`config.mk`:
```
export PLATFORM = sky130hd
export DESIGN_NAME = vector_divider_32bit
export DESIGN_NICKNAME = d
export VERILOG_FILES = /design/src/rtl/vector_divider_32bit.sv
export SDC_FILE = /design/constraint.sdc
export NUM_CORES = 1
export LEC_CHECK = 0
export ABC_AREA = 1
export BUFFER_PORTS_ARGS = -buffer_cell sky130_fd_sc_hd__buf_2
export CAP_MARGIN = 5
export CORE_MARGIN = 2
export CORE_UTILIZATION = 35
export DETAILED_ROUTE_END_ITERATION = 6
export PLACE_DENSITY_LB_ADDON = 0.2
export SLEW_MARGIN = 30
export SYNTH_ARGS = -nofsm -noshare
export SYNTH_HDL_FRONTEND = slang
export SYNTH_SLANG_ARGS = --single-unit
```
`constraint.sdc`:
```
create_clock -name clk -period 4.2 [get_ports clk]
set_input_delay 0.42 -clock clk [delete_from_list [all_inputs] [get_ports clk]]
set_output_delay 0.42 -clock clk [all_outputs]
set_load 0.03 [all_outputs]
```
`src/rtl/vector_divider_32bit.sv`:
```
// rtl/vector_divider_32bit.sv - iterative SIMD restoring divider, 4x8/2x16/1x32 lanes
// One quotient bit per lane per cycle; signed ops run on magnitudes and are fixed up at the end.
module vector_divider_32bit #(
    parameter int DATA_WIDTH   = 32,
    parameter bit RISCV_CORNER = 1'b1
) (
    input  logic                  clk,
    input  logic                  rst,
    input  logic                  in_valid,
    output logic                  in_ready,
    input  logic [DATA_WIDTH-1:0] dividend,
    input  logic [DATA_WIDTH-1:0] divisor,
    input  logic [1:0]            precision,
    input  logic [1:0]            opcode,
    output logic                  out_valid,
    input  logic                  out_ready,
    output logic [DATA_WIDTH-1:0] result
);
    typedef enum logic [2:0] {S_IDLE, S_PREP, S_ITER, S_FIX, S_DONE} state_t;

    state_t      state_q, state_d;
    logic [1:0]  prec_q, prec_d, op_q, op_d;
    logic [31:0] a_q, a_d, dvd_q, dvd_d, dsr_q, dsr_d;
    logic [31:0] rem_q, rem_d, quo_q, quo_d, result_q, result_d;
    logic [5:0]  cnt_q, cnt_d;
    logic [3:0]  negq_q, negq_d, negr_q, negr_d, dz_q, dz_d, ov_q, ov_d;

    // Per-lane flags use bit i for lane i; unused lanes read as 0.
    function automatic logic [3:0] lane_msb(input logic [31:0] x, input logic [1:0] p);
        case (p)
            2'b00:   lane_msb = {x[31], x[23], x[15], x[7]};
            2'b01:   lane_msb = {2'b00, x[31], x[15]};
            default: lane_msb = {3'b000, x[31]};
        endcase
    endfunction

    function automatic logic [3:0] lane_zero(input logic [31:0] x, input logic [1:0] p);
        case (p)
            2'b00:   lane_zero = {x[31:24] == 8'h0, x[23:16] == 8'h0, x[15:8] == 8'h0, x[7:0] == 8'h0};
            2'b01:   lane_zero = {2'b00, x[31:16] == 16'h0, x[15:0] == 16'h0};
            default: lane_zero = {3'b000, x == 32'h0};
        endcase
    endfunction

    function automatic logic [31:0] expand(input logic [3:0] f, input logic [1:0] p);
        case (p)
            2'b00:   expand = {{8{f[3]}}, {8{f[2]}}, {8{f[1]}}, {8{f[0]}}};
            2'b01:   expand = {{16{f[1]}}, {16{f[0]}}};
            default: expand = {32{f[0]}};
        endcase
    endfunction

    function automatic logic [31:0] lane_neg(input logic [31:0] x, input logic [1:0] p,
                                             input logic [3:0] en);
        logic [31:0] r;
        r = x;
        case (p)
            2'b00: for (int i = 0; i < 4; i++) if (en[i]) r[8*i +: 8] = -x[8*i +: 8];
            2'b01: for (int i = 0; i < 2; i++) if (en[i]) r[16*i +: 16] = -x[16*i +: 16];
            default: if (en[0]) r = -x;
        endcase
        return r;
    endfunction

    always_ff @(posedge clk) begin
        if (rst) state_q <= S_IDLE;
        else     state_q <= state_d;
    end

    always_comb begin
        state_d = state_q;
        case (state_q)
            S_IDLE: if (in_valid) state_d = S_PREP;
            S_PREP: state_d = S_ITER;
            S_ITER: if (cnt_q == 6'd0) state_d = S_FIX;
            S_FIX:  state_d = S_DONE;
            S_DONE: if (out_ready) state_d = S_IDLE;
            default: state_d = S_IDLE;
        endcase
    end

    always_comb begin
        in_ready  = (state_q == S_IDLE);
        out_valid = (state_q == S_DONE);
        result    = result_q;
    end

    always_comb begin : datapath
        logic [8:0]  t8;
        logic [16:0] t16;
        logic [32:0] t32;
        logic [3:0]  sa, sb, sgn;
        logic [31:0] qn, rn, mdz, mov, qf, rf;
        prec_d = prec_q;  op_d = op_q;  a_d = a_q;  dvd_d = dvd_q;  dsr_d = dsr_q;
        rem_d = rem_q;  quo_d = quo_q;  cnt_d = cnt_q;  result_d = result_q;
        negq_d = negq_q;  negr_d = negr_q;  dz_d = dz_q;  ov_d = ov_q;
        t8 = '0;  t16 = '0;  t32 = '0;
        sgn = {4{~op_q[0]}};
        sa = lane_msb(dvd_q, prec_q) & sgn;
        sb = lane_msb(dsr_q, prec_q) & sgn;
        qn = lane_neg(quo_q, prec_q, negq_q);
        rn = lane_neg(rem_q, prec_q, negr_q);
        mdz = expand(dz_q, prec_q);
        mov = expand(ov_q, prec_q);
        qf = qn;
        rf = rn;
        if (RISCV_CORNER) begin
            qf = (((qn & ~mdz) | mdz) & ~mov) | (a_q & mov);
            rf = ((rn & ~mdz) | (a_q & mdz)) & ~mov;
        end
        case (state_q)
            S_IDLE: if (in_valid) begin
                prec_d = (precision == 2'b11) ? 2'b10 : precision;
                op_d   = opcode;
                a_d    = dividend;
                dvd_d  = dividend;
                dsr_d  = divisor;
            end
            S_PREP: begin
                dvd_d  = lane_neg(dvd_q, prec_q, sa);
                dsr_d  = lane_neg(dsr_q, prec_q, sb);
                negq_d = sa ^ sb;
                negr_d = sa;
                dz_d   = lane_zero(dsr_q, prec_q);
                // MIN_INT: sign bit set with every other lane bit clear; -1: all lane bits set.
                ov_d   = sgn & lane_msb(dvd_q, prec_q)
                       & lane_zero(dvd_q & ~expand(4'hF, prec_q) | dvd_q & ~(prec_q == 2'b00 ? 32'h8080_8080 :
                                   prec_q == 2'b01 ? 32'h8000_8000 : 32'h8000_0000), prec_q)
                       & lane_zero(~dsr_q, prec_q);
                rem_d  = '0;
                quo_d  = '0;
                cnt_d  = (prec_q == 2'b00) ? 6'd7 : (prec_q == 2'b01) ? 6'd15 : 6'd31;
            end
            S_ITER: begin
                dvd_d = dvd_q << 1;
                cnt_d = cnt_q - 6'd1;
                case (prec_q)
                    2'b00: for (int i = 0; i < 4; i++) begin
                        t8 = {rem_q[8*i +: 8], dvd_q[8*i+7]};
                        if (t8 >= {1'b0, dsr_q[8*i +: 8]}) begin
                            rem_d[8*i +: 8] = t8[7:0] - dsr_q[8*i +: 8];
                            quo_d[8*i +: 8] = {quo_q[8*i +: 7], 1'b1};
                        end else begin
                            rem_d[8*i +: 8] = t8[7:0];
                            quo_d[8*i +: 8] = {quo_q[8*i +: 7], 1'b0};
                        end
                    end
                    2'b01: for (int i = 0; i < 2; i++) begin
                        t16 = {rem_q[16*i +: 16], dvd_q[16*i+15]};
                        if (t16 >= {1'b0, dsr_q[16*i +: 16]}) begin
                            rem_d[16*i +: 16] = t16[15:0] - dsr_q[16*i +: 16];
                            quo_d[16*i +: 16] = {quo_q[16*i +: 15], 1'b1};
                        end else begin
                            rem_d[16*i +: 16] = t16[15:0];
                            quo_d[16*i +: 16] = {quo_q[16*i +: 15], 1'b0};
                        end
                    end
                    default: begin
                        t32 = {rem_q, dvd_q[31]};
                        if (t32 >= {1'b0, dsr_q}) begin
                            rem_d = t32[31:0] - dsr_q;
                            quo_d = {quo_q[30:0], 1'b1};
                        end else begin
                            rem_d = t32[31:0];
                            quo_d = {quo_q[30:0], 1'b0};
                        end
                    end
                endcase
            end
            S_FIX: result_d = op_q[1] ? rf : qf;
            default: ;
        endcase
    end

    always_ff @(posedge clk) begin
        if (rst) begin
            prec_q <= '0;  op_q <= '0;  a_q <= '0;  dvd_q <= '0;  dsr_q <= '0;
            rem_q <= '0;  quo_q <= '0;  cnt_q <= '0;  result_q <= '0;
            negq_q <= '0;  negr_q <= '0;  dz_q <= '0;  ov_q <= '0;
        end else begin
            prec_q <= prec_d;  op_q <= op_d;  a_q <= a_d;  dvd_q <= dvd_d;  dsr_q <= dsr_d;
            rem_q <= rem_d;  quo_q <= quo_d;  cnt_q <= cnt_d;  result_q <= result_d;
            negq_q <= negq_d;  negr_q <= negr_d;  dz_q <= dz_d;  ov_q <= ov_d;
        end
    end
endmodule
```
==> metrics.txt, run 1 <==
CTS tree=yes; Final Hold Fails=0; multi-input logic area=about 14000 um2; clock network power share=between 10% and 20%; Rel. slew slack=between 40% and 50%; Num CTS Buffers=30; r2r startpoint=dsr_q[16]; CP required=~4.7 ns; Critical-path top delay cell=dfxtp_1; WS Path Type=reg -> reg; CP top delay family=simple AND/OR/NAND/NOR gates; DRT antenna net count=0; Root Buffer=clkbuf_16; Area Overhead vs Synth=10.6%; Clk Latency, worst-skew pair=0.62 ns; Syn Nets=~3800; number of filler cells placed in the layout=6679; Leakage=around 11 nW; CP endpoint kind=flop; cell area after synthesis=21000 um2; crit-path cells=inv_1 > ha_1 > nand2_1 > nor2_4 > nand2_1 > nor2_1 > nand2_1 > nor2_4 > nor2_4 > nand2_2 > nand3_1 > nand2_1 > nand2_1 > a21oi_1; gr ovfl total=0; cell area after placement=between 20000 and 25000 um2; TNS Setup=0 ns; WL/cell=approximately 21 um; initial antenna violation count=3; Clock transition at path regs=approximately 0.060 ns; switching share of power=approximately three fifths; synth warn=0; period utilization=between 80% and 90%; commonest non-fill, non-tap cells in the layout=nand2_1 (962), inv_1 (417), nor2_1 (378), nand3_1 (372), a21oi_1 (317); Worst EP arrival=around 4.0 ns; 1st-pass router iterations=7; hold path start=dividend[3]; post-layout min period=3.54 ns; max-cap violation count=0; Comb power frac=between 60% and 70%; hold slack final=approximately 0.052 ns; post-synthesis register bit count=approximately 220; DIE HEIGHT=249 um; status=finished, violations left; Avg Cell Area, Syn=5.74 um2; kind of start point of the critical path=flop; Power Density=785 nW/um2; Yosys cell types=60; failing checks=DRC; worst-path maximum fanout=30; CP bufs+invs=1; P_int=~7.6 mW; commonest non-fill, non-tap cell in the layout=nand2_1; Final HPWL DP=73600 um; post-synthesis cell count=between 3000 and 4000; Switch Pwr=~11 mW; die area=approximately 62000 um2; Placer Congestion=roughly 1; total detailed-routing wirelength=between 90000 and 100000 um; die width=approximately 250 um; Initial Util=35.5%; Setup Buffers After CTS=0; Async SR Flop Fraction=0%; Finished Core Util=slightly below 40%; Slew @ Worst Pin=approximately 0.87 ns; Layout Nets=3828; core region area=59100 um2; H-tree Lvls=1; # clock sinks=roughly 220; CP Launch Point=dsr_q[16]; routed via count=between 20000 and 30000; Final Max Slew Viols=0; cts hold-fix bufs=0; clock tree buffer depth=3; Ports=between 100 and 150; clock skew=approximately 0.033 ns; post-cts resize count=0; FF+latch area=roughly 4400 um2; Seq pwr share=~17%; DR vias/cell=5.61; final setup fails=0; Main synth FF type=dfxtp_1; Finished Cell Area=between 20000 and 25000 um2; DR iter-0 viols=2735; VDD IR max=0.600 mV; RSZ-0062 raised after global routing=false; share of layout cells above drive strength 1=around 8.7%; CP dominant cell by count=nand2_1; global-route usage over all layers=29.8%; Post-synth EDFFs=0; maximum clock rate=~0.28 GHz; largest net degree at the start of global routing=69; Tightest Hold Check Type=in -> reg; Port Buffers=105; first-pass GRT wire length=between 100000 and 150000 um; vias in the first global route=22925; post-synthesis sequential area ratio=a little over a fifth; CP peak stage delay=~0.61 ns; Residual DRC=1; # rows=89
## cells in the mapped netlist, types with 3 or more instances
library cell,count,area [um2]
buf_2,31,155
nand3_2,4,40.0
or2_2,10,62.6
inv_2,30,113
inv_4,3,18.8
o211ai_1,46,345
o22ai_1,10,62.6
buf_4,9,67.6
o221ai_1,10,87.6
a22oi_1,3,22.5
nor2_4,12,135
buf_6,9,101
nor3_2,4,40.0
a221oi_1,25,219
nor2_2,14,87.6
a31oi_1,21,131
o21ai_0,268,1340
o31ai_1,8,60.1
nand3b_1,9,67.6
dfxtp_1,221,4420
a21oi_1,317,1590
nor3_1,49,245
nand2_4,3,33.8
clkbuf_1,95,357
buf_1,6,22.5
xor2_1,69,604
nand3_1,372,1860
a41oi_1,4,35.0
xnor2_1,7,61.3
clkinv_1,4,15.0
nor2_1,378,1420
nand4_1,46,288
nor4_1,8,50.1
ha_1,60,751
nand2_2,27,169
a211oi_1,9,67.6
fa_1,7,140
o21bai_1,7,52.6
o21ai_1,29,145
a21oi_2,4,35.0
inv_1,417,1570
nand2_1,962,3610
## power groups by stage
stage	Sequential (mW)	Combinational, mW	Clock (mW)
4_1_cts	3.06	12.1	2.75
3_5_place_dp	3.10	12.0	0
3_3_place_gp	3.10	12.1	0
6_report	3.09	12.4	2.72
5_1_grt	3.14	13.6	2.82
2_1_floorplan	2.91	8.50	0
## worst min-delay path, cell delays in order
cell and delay [ns]:
buf_2 0.09, nor2_1 0.04, nor2_1 0.08
## cell type report
type | count | share of cell area, %
diodes | 1 | 0.0108
clock inverters | 9 | 0.626
multi-input cells | 2829 | 61.0
well taps | 773 | 4.17
flip-flops and latches | 221 | 19.1
clock buffers | 45 | 3.78
repair buffers | 153 | 3.94
inverters | 454 | 7.38
## kinds of logic after synthesis
group           Yosys count  synth area share (%)
compound gates          779                  20.8
buf+inv                 604                  11.5
xor+xnor                 76                  3.17
simple gates           1907                  39.1
fa+ha+maj                67                  4.25
flops                   221                  21.1
## flip-flops by register name, summed over array words and instances (netlist names)
signal	count
a_q	32
cnt_q	6
dsr_q	32
dvd_q	32
dz_q	4
negq_q	4
negr_q	4
op_q	2
ov_q	4
prec_q	2
quo_q	32
rem_q	32
result	32
state_q	3
## worst paths after layout
check | slack [ns] | cells past startpoint | to
min | 0.05 | 3 | a_q[3]
max reg2reg | 0.66 | 14 | rem_q[31]
max | 0.66 | 14 | rem_q[31]
min reg2reg | 0.47 | 2 | ov_q[3]
## metal layers
layer	routed length, um	global-route usage, %	vias up
met5	29	0	-
met4	4170	11.7	4
met3	7880	4.10	193
met2	41300	46.6	1119
met1	42300	41.4	11720
li1	-	-	12129
## stage by stage
stage / worst slack (ns) / total power, mW / std cells
after floorplan: 1.86 / 11.4 / 3654
after global placement: 0.779 / 15.2 / 4430
after detailed placement: 0.751 / 15.1 / 4430
after CTS: 0.730 / 17.9 / 4484
after global routing: 0.432 / 19.5 / 4484
final: 0.661 / 18.2 / 4485
Power figures use the tool's default switching activity.
==> run 2, diff against run 1 <==
- clock period: 4.2 -> 3.28 ns (I/O delays scaled with it)
==> metrics.txt, run 2 (synthesized netlist as in run 1, its figures left out) <==
Power Density=1020 nW/um2 (was 785 nW/um2); die area=61900 um2 (unchanged); gr ovfl total=0 (unchanged); Worst EP arrival=3.46 ns (was 4.01 ns); DR iter-0 viols=2739 (was 2735); Final HPWL DP=74700 um (was 73600 um); Final Max Slew Viols=0 (unchanged); worst-path maximum fanout=14 (was 30); Area Overhead vs Synth=13.6% (was 10.6%); kind of start point of the critical path=flop (unchanged); vias in the first global route=23403 (was 22925); commonest non-fill, non-tap cell in the layout=nand2_1 (unchanged); initial antenna violation count=1 (was 3); largest net degree at the start of global routing=69 (unchanged); H-tree Lvls=1 (unchanged); placed instance count=4492 (was 4430); CTS tree=yes (unchanged); Initial Util=35.5% (unchanged); Residual DRC=0 (was 1); Leakage=11.3 nW (was 10.9 nW); CP endpoint kind=flop (unchanged); DRT antenna net count=0 (unchanged); Ports=106 (unchanged); status=finished clean (was finished, violations left); Slew @ Worst Pin=0.813 ns (was 0.866 ns); post-layout min period=3.03 ns (was 3.54 ns); total detailed-routing wirelength=95100 um (was 95700 um); post-cts resize count=0 (unchanged); Clk Latency, worst-skew pair=0.62 ns (about the same); TNS Setup=0 ns (unchanged); Num CTS Buffers=29 (was 30); clock tree buffer depth=3 (unchanged); FF+latch area=4430 um2 (unchanged); 1st-pass router iterations=6 (was 7); Port Buffers=105 (unchanged); final non-filler cell total=4560 (was 4485); Clock transition at path regs=0.06 ns (about the same); DIE HEIGHT=249 um (unchanged); global-route usage over all layers=29.7% (was 29.8%); Tightest Hold Check Type=in -> reg (unchanged); RSZ-0062 raised after global routing=false (unchanged); clock skew=0.0393 ns (was 0.0334 ns); Final Hold Fails=0 (unchanged); Tot Pwr=24.2 mW (was 18.2 mW); multi-input logic area=14100 um2 (was 14200 um2); Finished Cell Area=23800 um2 (was 23200 um2); maximum clock rate=0.330 GHz (was 0.283 GHz); first-pass GRT wire length=144000 um (about the same); routed via count=25394 (was 25165); WS Path Type=reg -> reg (unchanged); core region area=59100 um2 (unchanged); cell area after placement=22600 um2 (was 22200 um2); Root Buffer=clkbuf_16 (unchanged); DR vias/cell=5.57 (was 5.61); VDD IR max=0.618 mV (was 0.600 mV); Rel. slew slack=45.8% (was 42.3%); final setup fails=0 (unchanged); Placer Congestion=1.03 (was 0.996); die width=249 um (unchanged); Setup Buffers After CTS=0 (unchanged); WL/cell=20.8 um (was 21.3 um); # rows=89 (unchanged); CP required=3.71 ns (was 4.67 ns); commonest non-fill, non-tap cells in the layout=nand2_1 (962), inv_1 (417), nor2_1 (378), nand3_1 (372), a21oi_1 (317) (unchanged); period utilization=92.3% (was 84.3%); share of layout cells above drive strength 1=10.3% (was 8.73%); max-cap violation count=0 (unchanged); cts hold-fix bufs=13 (was 0); Layout Nets=3902 (was 3828); # clock sinks=221 (unchanged); number of filler cells placed in the layout=6549 (was 6679)
-- run 2: changes by cell type in the layout (fill, tap and decap cells not counted), moves of 2 or more --
cell,delta
buf_4,+62
clkinvlp_4,+3
clkbuf_8,-2
bufinv_16,+3
clkinv_4,+3
clkinv_2,-2
clkbuf_1,-4
dlygate4sd3_1,+13
-- run 2: power breakdown --
part           leakage [nW]  total (mW)  internal [mW]  switching (mW)
Sequential             1.81        3.89           3.21           0.687
Clock                 0.517        3.66           2.22            1.44
Combinational          8.99        16.7           4.99            11.7
-- run 2: path summary, 6_finish.rpt --
path | startpoint | to | slack (ns) | cells past startpoint
max reg2reg | dsr_q[15] | rem_q[13] | 0.25 | 14
max | dsr_q[15] | rem_q[13] | 0.25 | 14
min reg2reg | dz_q[3] | dz_q[3] | 0.47 | 2
min | opcode[0] | op_q[0] | 0.02 | 3
-- run 2: routing by layer --
| layer | track usage [%] | vias up | wire, um |
|---|---|---|---|
| met5 | 0 | - | 0 |
| met4 | 13.0 | 0 | 4780 |
| met3 | 4.12 | 210 | 8640 |
| met2 | 45.6 | 1253 | 40100 |
| met1 | 41.3 | 11643 | 41500 |
| li1 | - | 12288 | - |
-- run 2: critical path, stage by stage (launching register included) --
cell and delay [ns]:
dfxtp_1 0.51, inv_1 0.21, ha_1 0.46, nand2_1 0.14
inv_1 0.06, a21oi_1 0.20, inv_1 0.08, nor2_1 0.17
nand2_2 0.10, nand2_4 0.18, nand3_2 0.17, inv_2 0.32
nand2_1 0.10, nand3_1 0.09, a21oi_1 0.06
-- run 2: area by class of cell --
cell class                      count  area share, %
Antenna cell                        1         0.0105
Clock buffer                       38           3.40
Clock inverter                     16           1.11
Inverter                          454           7.19
Multi-Input combinational cell   2829           59.3
Sequential cell                   221           18.6
Tap cell                          773           4.06
Timing Repair Buffer              228           6.33
-- run 2: per-stage QoR --
| stage | setup WS (ns) | utilization [%] | hold slack (ns) |
|---|---|---|---|
| final | 0.253 | 40.3 | 0.0218 |
| after global routing | 0.0473 | 40.3 | 0.0344 |
| after CTS | 0.349 | 40.3 | 0.00761 |
| after detailed placement | 0.391 | 38.3 | 0.459 |
| after global placement | 0.400 | 38.3 | 0.458 |
| after floorplan | 0.944 | - | 0.436 |
